`config.mk`:
```
export PLATFORM = sky130hd
export DESIGN_NAME = rf_write_arbiter
export DESIGN_NICKNAME = d
export VERILOG_FILES = /design/src/rtl/rf_write_arbiter.sv
export SDC_FILE = /design/constraint.sdc
export NUM_CORES = 1
export LEC_CHECK = 0
export CORE_MARGIN = 2
export CORE_UTILIZATION = 43
export DETAILED_ROUTE_END_ITERATION = 10
export GPL_TIMING_DRIVEN = 0
export PLACE_DENSITY = 0.95
export SYNTH_ARGS = -nofsm -noshare
export SYNTH_HDL_FRONTEND = slang
export SYNTH_SLANG_ARGS = --single-unit
```
`constraint.sdc`:
```
create_clock -name clk -period 2.1 [get_ports clk]
set_input_delay 0.315 -clock clk [delete_from_list [all_inputs] [get_ports clk]]
set_output_delay 0.315 -clock clk [all_outputs]
set_load 0.02 [all_outputs]
```
`src/rtl/rf_write_arbiter.sv`:
```
// ---------------------------------------------------------------------------
// rf_write_arbiter
//
// This block arbitrates between two requesters that want to write an 8-entry,
// 8-bit register file through a single write port. It also sequences a clear
// sweep that zeroes every register after reset and whenever init_req is seen.
//
// The core requester normally has priority. If the debug requester has been
// blocked for STARVE_LIMIT core transfers in a row, it is granted one slot
// ahead of the core.
//
// Ports
//   clk            : clock; all state changes on the rising edge
//   rst_n          : asynchronous, active-low reset
//   core_wr_valid  : core writeback request
//   core_wr_dst    : core destination register index (3 bits)
//   core_wr_data   : core write data (8 bits)
//   core_wr_ready  : core request accepted this cycle when high with valid
//   dbg_wr_valid   : debug/loader write request
//   dbg_wr_dst     : debug destination register index
//   dbg_wr_data    : debug write data
//   dbg_wr_ready   : debug request accepted this cycle when high with valid
//   init_req       : start a clear sweep of r0..r7 (ignored while sweeping)
//   busy           : high while the clear sweep runs
//   rf_we          : registered register-file write enable
//   rf_dst         : registered register-file write index
//   rf_in          : registered register-file write data
// ---------------------------------------------------------------------------
module rf_write_arbiter #(
  parameter int unsigned STARVE_LIMIT = 4
) (
  input  logic       clk,
  input  logic       rst_n,
  input  logic       core_wr_valid,
  input  logic [2:0] core_wr_dst,
  input  logic [7:0] core_wr_data,
  output logic       core_wr_ready,
  input  logic       dbg_wr_valid,
  input  logic [2:0] dbg_wr_dst,
  input  logic [7:0] dbg_wr_data,
  output logic       dbg_wr_ready,
  input  logic       init_req,
  output logic       busy,
  output logic       rf_we,
  output logic [2:0] rf_dst,
  output logic [7:0] rf_in
);

  localparam logic [2:0] LIMIT = 3'(STARVE_LIMIT);

  typedef enum logic {
    ST_INIT = 1'b0,
    ST_RUN  = 1'b1
  } state_t;

  state_t     r_state;
  state_t     w_state_next;
  logic [2:0] r_idx;
  logic [2:0] w_idx_next;
  logic [2:0] r_starve_cnt;
  logic [2:0] w_starve_next;
  logic       r_we;
  logic       w_we_next;
  logic [2:0] r_dst;
  logic [2:0] w_dst_next;
  logic [7:0] r_in;
  logic [7:0] w_in_next;

  logic       w_force;
  logic       w_core_ready;
  logic       w_dbg_ready;
  logic       w_core_xfer;
  logic       w_dbg_xfer;

  // The debug requester has waited long enough and now takes priority.
  assign w_force = (r_starve_cnt >= LIMIT);

  // State, sweep index, starvation counter and write port.
  always_ff @(posedge clk or negedge rst_n) begin
    if (!rst_n) begin
      r_state      <= ST_INIT;
      r_idx        <= 3'd0;
      r_starve_cnt <= 3'd0;
      r_we         <= 1'b0;
      r_dst        <= 3'd0;
      r_in         <= 8'h00;
    end else begin
      r_state      <= w_state_next;
      r_idx        <= w_idx_next;
      r_starve_cnt <= w_starve_next;
      r_we         <= w_we_next;
      r_dst        <= w_dst_next;
      r_in         <= w_in_next;
    end
  end

  // Next-state logic and handshake outputs.
  always_comb begin
    w_state_next  = r_state;
    w_idx_next    = r_idx;
    w_starve_next = r_starve_cnt;
    w_we_next     = 1'b0;
    w_dst_next    = r_dst;  // hold the last address/data when idle
    w_in_next     = r_in;
    w_core_ready  = 1'b0;
    w_dbg_ready   = 1'b0;
    w_core_xfer   = 1'b0;
    w_dbg_xfer    = 1'b0;

    case (r_state)
      ST_INIT: begin
        // One register cleared per cycle. init_req is ignored here, so a
        // sweep that is already running is never restarted.
        w_we_next     = 1'b1;
        w_dst_next    = r_idx;
        w_in_next     = 8'h00;
        w_idx_next    = r_idx + 3'd1;
        w_starve_next = 3'd0;
        if (r_idx == 3'd7) begin
          w_state_next = ST_RUN;
        end
      end

      ST_RUN: begin
        // Both ready signals include !init_req, so no transfer can occur in
        // the cycle that starts a sweep. When both requesters are valid the
        // two readies are complements of each other on w_force, so at most
        // one transfer happens per cycle.
        w_core_ready = !(dbg_wr_valid && w_force) && !init_req;
        w_dbg_ready  = (!core_wr_valid || w_force) && !init_req;
        w_core_xfer  = core_wr_valid && w_core_ready;
        w_dbg_xfer   = dbg_wr_valid && w_dbg_ready;

        if (init_req) begin
          w_state_next  = ST_INIT;
          w_idx_next    = 3'd0;
          w_starve_next = 3'd0;
        end else begin
          if (w_core_xfer) begin
            w_we_next  = 1'b1;
            w_dst_next = core_wr_dst;
            w_in_next  = core_wr_data;
          end else if (w_dbg_xfer) begin
            w_we_next  = 1'b1;
            w_dst_next = dbg_wr_dst;
            w_in_next  = dbg_wr_data;
          end

          // The counter tracks only an unbroken run of debug blocking. It
          // clears once debug is served or debug stops asking.
          if (!dbg_wr_valid || w_dbg_xfer) begin
            w_starve_next = 3'd0;
          end else if (w_core_xfer) begin
            w_starve_next = (r_starve_cnt >= LIMIT) ? LIMIT
                                                    : r_starve_cnt + 3'd1;
          end
        end
      end

      default: begin
        w_state_next = ST_INIT;
        w_idx_next   = 3'd0;
      end
    endcase
  end

  assign busy          = (r_state == ST_INIT);
  assign core_wr_ready = w_core_ready;
  assign dbg_wr_ready  = w_dbg_ready;
  assign rf_we         = r_we;
  assign rf_dst        = r_dst;
  assign rf_in         = r_in;

endmodule

```
-- After elaboration in Yosys (flattened, before gate mapping)
Cells that the tools add are included.
- add/subtract/negate cells: 2
- multipliers: 0
- divide/modulo/power cells: 0
- magnitude comparators: 1
- equal/unequal tests: 5
- shift operators: 0
- muxes and demuxes: 24
- bitwise operators: 1
- reductions and logical operators: 12
- operator list (cell ; number):
    3-bit two-way mux ; 8
    8-bit two-way mux ; 3
    3-bit one-hot mux with 2 select lines ; 3
    8-bit one-hot mux with 2 select lines ; 1
    1-bit two-way mux ; 7
    3-bit by 1-bit adder with 3-bit output, second input constant ; 2
    1-bit logical AND ; 5
    1-bit logical NOT ; 4
    2-bit != test, second input constant ; 2
    4-bit by 2-bit != test with 1-bit output, second input constant ; 1
    1-bit one-hot mux with 2 select lines ; 2
    3-bit equality test, second input constant ; 1
    3-bit >= comparator, second input constant ; 1
    3-bit by 1-bit != test with 1-bit output, second input constant ; 1
    1-bit logical OR ; 2
    2-bit AND reduction ; 1
    1-bit NOT ; 1
- flip-flop bits (word level): 19
- bits in latches: 0
- bits in writable memories: 0
- bits in read-only memories: 0
- bits of input ports: 27
- memories: 0

-- Logic depth before layout (Yosys ltp)
Gate-level depths: netlist (run 1).
- depth in word-level cells: 9
- depth in mapped cells: 5
- mapped depth without buffers: 4

-- Worst setup path before layout (run 1)
Ideal clock, no wire load.
- path type: reg2reg
- start: register r_starve_cnt[2]
- end: register r_dst[1], in the netlist rf_dst[1]
- setup time: 0.135 ns
- data arrival time: 1.022 ns
- path slack: 0.942 ns
- cell stages (with the launch flop): 5
- cells stage by stage: dfrtp_1 a211oi_2 buf_6 mux2i_1 o22ai_1
- word-level cells in the longest chain between the ends: 8
- RTL lines (what ; line ; text):
    start, declared ; 60 ; logic [2:0] r_starve_cnt;
    start signal, assigned ; 90 ; r_starve_cnt <= w_starve_next;
    3-bit >= comparator * ; 76 ; assign w_force = (r_starve_cnt >= LIMIT);
    1-bit logical AND ; 129 ; w_core_ready = !(dbg_wr_valid && w_force) && !init_req;
    1-bit logical NOT ; 129 ;
    1-bit logical AND ; 129 ;
    1-bit logical AND ; 131 ; w_core_xfer = core_wr_valid && w_core_ready;
    3-bit two-way mux ; 139 ; if (w_core_xfer) begin
    3-bit two-way mux ; 134 ; if (init_req) begin
    3-bit one-hot mux with 2 select lines ; 110 ; case (r_state)
    end signal, assigned ; 92 ; r_dst <= w_dst_next;
    end, declared ; 64 ; logic [2:0] r_dst;
Every way passes the cells marked *; elsewhere a longest branch is shown, timed or not. The select of a mux whose other input is x is not followed.
A chain may end at the register's enable or synchronous reset.

-- Worst setup path after layout (run 1)
- start: register r_state
- end: output port busy
- word-level cells in the longest chain between the ends: 1
- RTL lines (what ; line ; text):
    start, declared ; 56 ; state_t r_state;
    start signal, assigned ; 88 ; r_state <= w_state_next;
    1-bit NOT ; - ;
    end, declared ; 43 ; output logic busy,
Every way passes these cells.

==> results by group, run 1 <==
Power
  • Leakage: 0.6283 nW
  • PwrDens: 932.9 nW/um2
  • Overall Power: 1.303 mW
  • Peak VDD IR: 0.6037 mV

Cells and area
  • Register area: 475.5 um2
  • Share of cells above drive strength 1: 9.160%
  • Area of the multi-input gates: 410.4 um2
  • Commonest non-fill, non-tap cells in the layout: clkdlybuf4s50_1, dfrtp_1, mux2i_1, nand2_1, o21ai_1
  • Commonest non-fill, non-tap cell in the layout: clkdlybuf4s50_1
  • Syn-to-layout area delta: 51.01%
  • Fill cell count: 155
  • Ant. Diodes: 0
  • Final #Nets: 163

Logic synthesis
  • Ys Warns: 0
  • Share of the synthesized area in the top cell type: 51.42%
  • Synth Net Count: 117
  • Top post-synthesis cells by area: dfrtp_1, mux2i_1, ha_1
  • Yosys reg bits: 19
  • Netlist cell types: 26
  • Largest area contributor in the netlist: dfrtp_1
  • Post-synthesis cell area: 924.6 um2
  • Avg Inst Size Synth: 10.75 um2
  • Synth Instances: 86
  • Register area share after synthesis: 51.42%

Die
  • Ports: 42
  • Starting Density: 46.19%
  • Width of the die: 50.37 um
  • Die area: 2537 um2
  • Die Ht: 50.37 um
  • Site row count: 16
  • Placeable core region: 2002 um2

Clock network
  • Total CTS buffers: 3
  • Clock latency on the worst-skew pair: 0.30 ns
  • H-tree Lvls: 1
  • Postcts setup bufs: 0
  • CTS sink count: 19
  • CTS tree: built
  • CTS root buf: clkbuf_4
  • Clock buffer depth: 2
  • Worst-path clk slew: 0.11 ns

Critical path
  • CP Cell Sequence: inv_2 > clkdlybuf4s50_1
  • Required @ worst endpoint: 1.78 ns
  • Critical Path AT: 1.56 ns
  • Setup CP Type: flop to output port
  • Crit-path max cell delay: 0.63 ns
  • Crit Path Max Fanout: 8
  • Worst setup EP type: output port
  • CP bufs+invs: 2
  • Crit path launch type: flop
  • Delay-heaviest family, CP: buffers and inverters
  • CP max-delay cell: clkdlybuf4s50_1

Timing
  • Clk_skew: 0.001520 ns
  • Worst rel slew slack: 45.33%
  • Hold Vio Cnt, Final: 0
  • Final WS setup: 0.2240 ns
  • Setup violators final: 0
  • Period minus WS final: 1.876 ns
  • Fin. max-slew vios: 0
  • Slew @ Worst Pin: 0.8176 ns
  • F_max: 533.1 MHz
  • Fin crit share: 89.33%
  • RSZ-0062 raised after global routing: no

Routing
  • DRT antenna net count: 0
  • Vias per inst: 5.184
  • Iteration-0 DRC Markers: 10
  • Routed wl met2: 1078 um
  • Routed len/inst: 14.10 um
  • Vias: 819
  • Met3 Wirelength: 184 um
  • Detailed Route WL: 2228 um
  • Post-Route M1 WL: 938 um
  • # DRC: 0
  • Max Used Layer: met4
  • Drt pass-1 iters: 4

Placement
  • GP Congestion: 0.7700
  • DP Worst Slack: -0.01318 ns
  • PortBufs: 41
  • Dpl hpwl: 1751 um

Global routing
  • Pin count of the biggest net entering global routing: 20
  • Tot GR Track Use: 19.53%
  • Total congestion overflow: 0
  • Initial antenna violation count: 0
  • First-pass GRT wire length: 3767 um
  • Vias in the first global route: 848

Hold path
  • Worst min path class: primary input to async pin

Job
  • # Max-Cap Violations: 0

Run status
  • Outcome: finished, final reports clean
-- cells in the mapped netlist --
| library cell | n |
|---|---|
| or3b_1 | 1 |
| mux2i_1 | 10 |
| a22o_1 | 2 |
| nor2_1 | 3 |
| o21bai_1 | 1 |
| inv_1 | 4 |
| and2_1 | 4 |
| nand2b_1 | 1 |
| o21ai_1 | 8 |
| a21o_1 | 1 |
| buf_2 | 1 |
| and3_2 | 1 |
| o22ai_1 | 2 |
| dfrtp_1 | 19 |
| buf_6 | 1 |
| a21oi_1 | 4 |
| nand2_1 | 9 |
| o21ai_2 | 1 |
| a211o_2 | 1 |
| ha_1 | 4 |
| o2bb2ai_1 | 1 |
| a211oi_2 | 1 |
| nor2b_1 | 1 |
| nor2_2 | 1 |
| o21ai_0 | 2 |
| inv_2 | 2 |
-- kinds of logic (layout without fill, tap and decap cells) --
logic type	after synthesis	count (layout)	synth area share, %
muxes	10	10	10.83
AOI/OAI and AO/OA	24	24	16.78
adders and majority gates	4	4	5.413
and+or+nand+nor	21	21	11.37
DFF	19	19	51.42
buffers and inverters	8	53	4.194
-- state kept, by name (all words and copies together), names as in the netlist --
register and flops:
rf_in 8, r_idx 3, r_starve_cnt 3, rf_dst 3
r_state 1, rf_we 1
-- layer usage --
metal / vias to the layer above / GRT usage, %
li1: 389 / -
met1: 387 / 24.27
met2: 39 / 33.77
met3: 4 / 3.869
met4: 0 / 6.757
met5: - / 0
-- through the flow --
stage	std cells	util (%)	area (um2)	setup TNS (ns)	hold slack, ns
floorplan	86	-	924.6	0	0.01941
global placement	154	68.38	1369	0	0.4690
detailed placement	154	68.38	1369	-0.01837	0.4874
CTS	158	69.63	1394	0	0.5024
global route	158	69.75	1396	0	0.5394
finish	158	69.75	1396	0	0.4779
-- report_power, final --
part	switching, mW	internal [mW]
Clock	0.115	0.0740
Sequential	0.0741	0.466
Combinational	0.285	0.289
-- path summary, 6_finish.rpt --
check                                             from                           to  slack [ns]  depth (start not counted)
max                                  r_state$_DFF_PN0_                         busy        0.22                          2
min                                              rst_n         rf_in[7]$_DFFE_PN0P_        0.48                          1
max reg2reg                r_starve_cnt[2]$_DFFE_PN0P_         rf_in[5]$_DFFE_PN0P_        0.79                          4
min reg2reg                       rf_in[7]$_DFFE_PN0P_         rf_in[7]$_DFFE_PN0P_        0.51                          2
max in group asynchronous                        rst_n  r_starve_cnt[1]$_DFFE_PN0P_        1.12                          1
min in group clk                  rf_in[7]$_DFFE_PN0P_         rf_in[7]$_DFFE_PN0P_        0.51                          2
-- layout make-up --
| class | count | share of cell area [%] |
|---|---|---|
| Multi-Input combinational cell | 59 | 29.39 |
| Buffer | 2 | 1.165 |
| Timing Repair Buffer | 41 | 29.48 |
| Sequential cell | 19 | 34.05 |
| Tap cell | 27 | 2.419 |
| Inverter | 6 | 1.613 |
| Clock buffer | 4 | 1.882 |
-- what timing repair did --
action,CTS,global route
pin swaps,0,0
gates resized for setup,1,1
setup endpoints to repair,1,1
hold buffers,0,0
(Power assumes the default switching activity.)
==> run 2, diff against run 1 <==
--- a/config.mk
+++ b/config.mk
@@ -10,6 +10,7 @@
 export DETAILED_ROUTE_END_ITERATION = 10
 export GPL_TIMING_DRIVEN = 0
 export PLACE_DENSITY = 0.95
+export SKIP_LAST_GASP = 1
 export SYNTH_ARGS = -nofsm -noshare
 export SYNTH_HDL_FRONTEND = slang
 export SYNTH_SLANG_ARGS = --single-unit
==> results of run 2 <==
No change in the layout: final DEF, timing and power equal those of run 1.
